`src/rtl/nibble_serial_subtractor_pkg.sv`:
```
// Shared constants, FSM state type and sizing helper for the nibble-serial subtractor.
package nibble_serial_subtractor_pkg;

  localparam int unsigned NIBBLE = 4;

  typedef enum logic [1:0] {
    IDLE = 2'd0,
    RUN  = 2'd1,
    DONE = 2'd2
  } state_t;

  // Width needed to count from 0 to nslice inclusive.
  function automatic int unsigned skip_width(input int unsigned nslice);
    return $clog2(nslice + 1);
  endfunction

endpackage

```
`src/rtl/nibble_serial_subtractor_sub_slice4.sv`:
```
// Combinational 4-bit adder slice with a carry-skip bypass when every bit propagates.
module sub_slice4
  import nibble_serial_subtractor_pkg::*;
(
  input  logic [NIBBLE-1:0] a4,
  input  logic [NIBBLE-1:0] b4,
  input  logic              cin,
  output logic [NIBBLE-1:0] sum4,
  output logic              cout,
  output logic              prop_all
);

  logic [NIBBLE-1:0] prop;
  logic [NIBBLE:0]   carry;

  always_comb begin
    prop     = a4 ^ b4;
    carry    = '0;
    carry[0] = cin;
    sum4     = '0;
    for (int unsigned i = 0; i < NIBBLE; i++) begin
      sum4[i]    = prop[i] ^ carry[i];
      carry[i+1] = (a4[i] & b4[i]) | (prop[i] & carry[i]);
    end
    prop_all = &prop;
    // All-propagate means the ripple carry-out equals cin, so the bypass is exact.
    cout     = prop_all ? cin : carry[NIBBLE];
  end

endmodule

```
`src/rtl/nibble_serial_subtractor.sv`:
```
// Multi-cycle a - b - bin, one 4-bit slice per clock (LS nibble first), with valid/ready on both sides.
module nibble_serial_subtractor
  import nibble_serial_subtractor_pkg::*;
#(
  parameter int WIDTH = 16
) (
  input  logic                                      clk,
  input  logic                                      rst_n,
  input  logic                                      in_valid,
  output logic                                      in_ready,
  input  logic [WIDTH-1:0]                          a,
  input  logic [WIDTH-1:0]                          b,
  input  logic                                      bin,
  output logic                                      out_valid,
  input  logic                                      out_ready,
  output logic [WIDTH-1:0]                          diff,
  output logic                                      bout,
  output logic                                      overflow,
  output logic                                      zero,
  output logic [skip_width(WIDTH/NIBBLE)-1:0]       skip_count
);

  localparam int unsigned NSLICE = WIDTH / NIBBLE;
  localparam int unsigned SKW    = skip_width(NSLICE);
  localparam int unsigned IDXW   = (NSLICE > 1) ? $clog2(NSLICE) : 1;

  if ((WIDTH < 4) || ((WIDTH % 4) != 0)) begin : g_bad_width
    $error("nibble_serial_subtractor: WIDTH must be a multiple of 4 and >= 4");
  end

  state_t            state;
  logic [WIDTH-1:0]  a_q;
  logic [WIDTH-1:0]  b_q;
  logic              carry;
  logic [IDXW-1:0]   idx;

  logic [NIBBLE-1:0] a4;
  logic [NIBBLE-1:0] b4;
  logic [NIBBLE-1:0] sum4;
  logic              cout;
  logic              prop_all;
  logic [WIDTH-1:0]  next_diff;
  logic              last_slice;

  always_comb begin
    a4         = a_q[idx*NIBBLE +: NIBBLE];
    b4         = ~b_q[idx*NIBBLE +: NIBBLE];
    next_diff  = diff;
    next_diff[idx*NIBBLE +: NIBBLE] = sum4;
    last_slice = (idx == IDXW'(NSLICE - 1));
  end

  sub_slice4 u_slice (
    .a4       (a4),
    .b4       (b4),
    .cin      (carry),
    .sum4     (sum4),
    .cout     (cout),
    .prop_all (prop_all)
  );

  always_ff @(posedge clk or negedge rst_n) begin
    if (!rst_n) begin
      state      <= IDLE;
      in_ready   <= 1'b1;
      out_valid  <= 1'b0;
      diff       <= '0;
      bout       <= 1'b0;
      overflow   <= 1'b0;
      zero       <= 1'b0;
      skip_count <= '0;
      a_q        <= '0;
      b_q        <= '0;
      carry      <= 1'b0;
      idx        <= '0;
    end else begin
      case (state)
        IDLE: begin
          if (in_valid) begin
            a_q        <= a;
            b_q        <= b;
            carry      <= ~bin;
            idx        <= '0;
            skip_count <= '0;
            in_ready   <= 1'b0;
            state      <= RUN;
          end
        end
        RUN: begin
          diff  <= next_diff;
          carry <= cout;
          if (prop_all) skip_count <= skip_count + SKW'(1);
          if (last_slice) begin
            // Flags are taken from the completed result so they are valid together with out_valid.
            bout      <= ~cout;
            overflow  <= (a_q[WIDTH-1] != b_q[WIDTH-1]) & (next_diff[WIDTH-1] != a_q[WIDTH-1]);
            zero      <= (next_diff == '0);
            out_valid <= 1'b1;
            state     <= DONE;
          end else begin
            idx <= idx + IDXW'(1);
          end
        end
        DONE: begin
          if (out_ready) begin
            out_valid <= 1'b0;
            in_ready  <= 1'b1;
            state     <= IDLE;
          end
        end
        default: begin
          state     <= IDLE;
          in_ready  <= 1'b1;
          out_valid <= 1'b0;
        end
      endcase
    end
  end

endmodule

```
`config.mk`:
```
export PLATFORM = sky130hd
export DESIGN_NAME = nibble_serial_subtractor
export DESIGN_NICKNAME = d
export VERILOG_FILES = /design/src/rtl/nibble_serial_subtractor_pkg.sv /design/src/rtl/nibble_serial_subtractor_sub_slice4.sv /design/src/rtl/nibble_serial_subtractor.sv
export SDC_FILE = /design/constraint.sdc
export NUM_CORES = 1
export LEC_CHECK = 0
export BUFFER_PORTS_ARGS = -buffer_cell sky130_fd_sc_hd__buf_4
export CAP_MARGIN = 20
export CORE_UTILIZATION = 45
export CTS_BUF_LIST = sky130_fd_sc_hd__clkbuf_4 sky130_fd_sc_hd__clkbuf_8 sky130_fd_sc_hd__clkbuf_16
export DETAILED_ROUTE_END_ITERATION = 10
export MAX_ROUTING_LAYER = met4
export PLACE_DENSITY_LB_ADDON = 0.08
export SKIP_LAST_GASP = 1
export SYNTH_ARGS = -nofsm -noshare
export SYNTH_HDL_FRONTEND = slang
export SYNTH_SLANG_ARGS = --single-unit
```
`constraint.sdc`:
```
create_clock -name clk -period 5.2 [get_ports clk]
set_clock_uncertainty 0.2 [all_clocks]
set_input_delay 1.04 -clock clk [delete_from_list [all_inputs] [get_ports clk]]
set_output_delay 1.04 -clock clk [all_outputs]
set_load 0.02 [all_outputs]
```
==> summary.txt <==
Max cap viols -> 0
Most common cell on crit path -> fa_1
Routed Antenna Nets -> 0
Root Driver -> clkbuf_8
Kind of critical path -> reg -> reg
First drt pass iteration count -> 4
Commonest non-fill, non-tap cells in the layout -> 130 x nand2_1, 62 x buf_4, 60 x dfrtp_1
CTS buffer count -> 9
CP Launch Point -> idx[0]
DR iter-0 viols -> 154
Crit. End Element -> register
Initial Utilization -> 47.87%
Reg2reg start -> idx[0]
Initial antenna violation count -> 0
RSZ-0062 raised after global routing -> no
Reg clk slew, reported paths -> 70 ps
Mapped Area -> 0.003109 mm²
Layout net count -> 431
Post-synth cell types -> 46
HP Class -> reg -> reg
GPL Wtd Cong -> 0.8632
Vias -> 2,382
Number of clock sinks -> 61
Crit share post-route -> 78.54%
CP required -> 5260 ps
Final Instance Area -> 0.003821 mm²
Critical Path AT -> 4140 ps
Slew Limit Fails -> 0
Post-DP HPWL -> 4.751 mm
PwrDens -> 714.4 mW/mm²
YS warnings -> 0
TNS Setup -> 0 ps
Setup Fix Bufs, Post-CTS -> 0
Sequential-to-total area share from yosys stat -> 49.13%
Synthesized instance count -> 320
Number of synthesized flops with an enable pin -> 0
Pin count of the biggest net entering global routing -> 62
Most common cell after layout, fill and taps aside -> nand2_1
Top FF cell, synth -> dfrtp_1
Slowest-stage cell, CP -> mux4_1
CP startpoint kind -> register
Clk_lat worst skew -> 340 ps
GRT Util Overall -> 21.31%
Fillers -> 583
Vias in the first global route -> 2,365
GR Overflow Total -> 0
First-pass GRT wire length -> 11.61 mm
CTS hold repair buffers -> 0
VDD IR max -> 0.0002816 V
# resized after CTS -> 0
Storage element area -> 0.001528 mm²
Multi-input gate area -> 0.001468 mm²
HP Start -> a_q[13]
Vert. Die Dim -> 85.12 µm
# DRC -> 0
Layout area overhead -> 22.90%
Crit-path max FO -> 9
Leakage -> 1.911 nW
Mapped Nets -> 372
Max incr delay on CP -> 660 ps
# rows -> 29
# port buffers -> 60
Clock buffer depth -> 2
Minimum clock period -> 4084 ps
Die X-Extent -> 85.12 µm
Outcome -> finished clean
Wirelength per Cell -> 14.70 µm
Top Ports -> 61
Fmax -> 244.8 MHz
Drt total wl -> 6.779 mm
Async SR Flop Fraction -> 100.0%
Avg Vias per Cell -> 5.167
# diodes -> 0
Crit-path cells -> mux4_1 -> inv_1 -> fa_1 -> inv_1 -> fa_1 -> fa_1 -> fa_1 -> nor2b_4 -> a31oi_4 -> or3b_1 -> a41oi_2
H-tree Lvls -> 3
Final Hold Vio Count -> 0
Total Die Area -> 0.007245 mm²
Post-DP Area -> 0.003606 mm²
Yosys reg bits -> 61
Worst-margin pin slew -> 755.3 ps
Slew HR -> 49.65%
CTS tree -> built
Syn avg cell area -> 9.716 µm²
Core area -> 0.006495 mm²
Setup Viol. Count Final -> 0
Share of cells above drive strength 1 -> 23.70%
## cell type report
| type | count | share of cell area (%) |
|---|---|---|
| Tap cell | 77 | 2.521 |
| Multi-Input combinational cell | 232 | 38.41 |
| Clock buffer | 13 | 4.519 |
| Timing Repair Buffer | 62 | 12.18 |
| Inverter | 13 | 1.277 |
| Clock inverter | 3 | 1.113 |
| Sequential cell | 61 | 39.98 |
## per-layer routing
layer	wire (µm)	track usage, %	vias to the layer above
li1	-	-	1195
met1	3321	29.75	1124
met2	3117	30.94	52
met3	235	3.794	11
met4	105	8.629	0
met5	0	-	-
## worst max-delay path, delay by kind of cell (launching register included)
family	cells	cell delay (ps)
buffers and inverters	2	150
adder cells (fa/ha/maj)	4	1490
AO/OA/AOI/OAI	2	310
AND/OR/NAND/NOR	2	600
multiplexers	1	660
flip-flops	1	600
## where the power goes
part	internal [W]	total [W]	leakage, nW	switching (W)
combinational	0.000592	0.00145	1.03	0.000862
clock	0.000265	0.000452	0.109	0.000186
sequential	0.000670	0.000824	0.776	0.000154
## sequential cells by signal, summed over array words and instances, names as in the netlist
| signal | cells |
|---|---|
| diff | 16 |
| skip_count | 3 |
| idx | 2 |
| overflow | 1 |
| a_q | 16 |
| carry | 1 |
| zero | 1 |
| out_valid | 1 |
| in_ready | 1 |
| b_q | 16 |
| state | 2 |
| bout | 1 |
## metrics by stage
step / utilization [%] / hold slack (ps) / power [W] / cells / setup slack, ps
floorplan: - / 237.3 / 0.001856 / 320 / 1445
global placement: 55.52 / 253.3 / 0.002260 / 445 / 1222
detailed placement: 55.52 / 260.3 / 0.002293 / 445 / 1066
CTS: 58.83 / 279.0 / 0.002753 / 461 / 1070
global route: 58.83 / 305.5 / 0.002947 / 461 / 865.1
finish: 58.83 / 277.3 / 0.002730 / 461 / 1116
## cell usage after synthesis (all sizes together) (4+ instances only)
cell / instances / area share (%)
nand2: 130 / 16
dfrtp: 60 / 48
inv: 13 / 1.6
o21ai: 13 / 2.1
ha: 11 / 4.4
buf: 8 / 1.6
mux4: 8 / 6.2
nor2: 7 / 0.85
clkbuf: 6 / 0.72
a22o: 5 / 1.4
nor2b: 5 / 1.2
nor3: 5 / 0.80
o31ai: 5 / 1.2
a21oi: 4 / 0.64
a41oi: 4 / 1.4
fa: 4 / 2.6
nand3b: 4 / 0.97
## logic make-up after synthesis
kind of cell / synth area share (%)
AND/OR/NAND/NOR: 22.62
flip-flops: 49.13
AO/OA/AOI/OAI: 10.26
buffers and inverters: 3.863
adder cells (fa/ha/maj): 7.002
multiplexers: 6.841
XOR/XNOR: 0.2817
## path summary, 6_finish.rpt
check | endpoint | slack, ps | depth (start not counted)
hold / removal | a_q[13] | 280 | 2
min in group asynchronous | out_valid | 570 | 1
hold reg to reg | a_q[13] | 280 | 2
setup reg to reg | overflow | 1120 | 11
setup / recovery | overflow | 1120 | 11
max in group asynchronous | diff[0] | 3730 | 1
(Power assumes the default switching activity.)
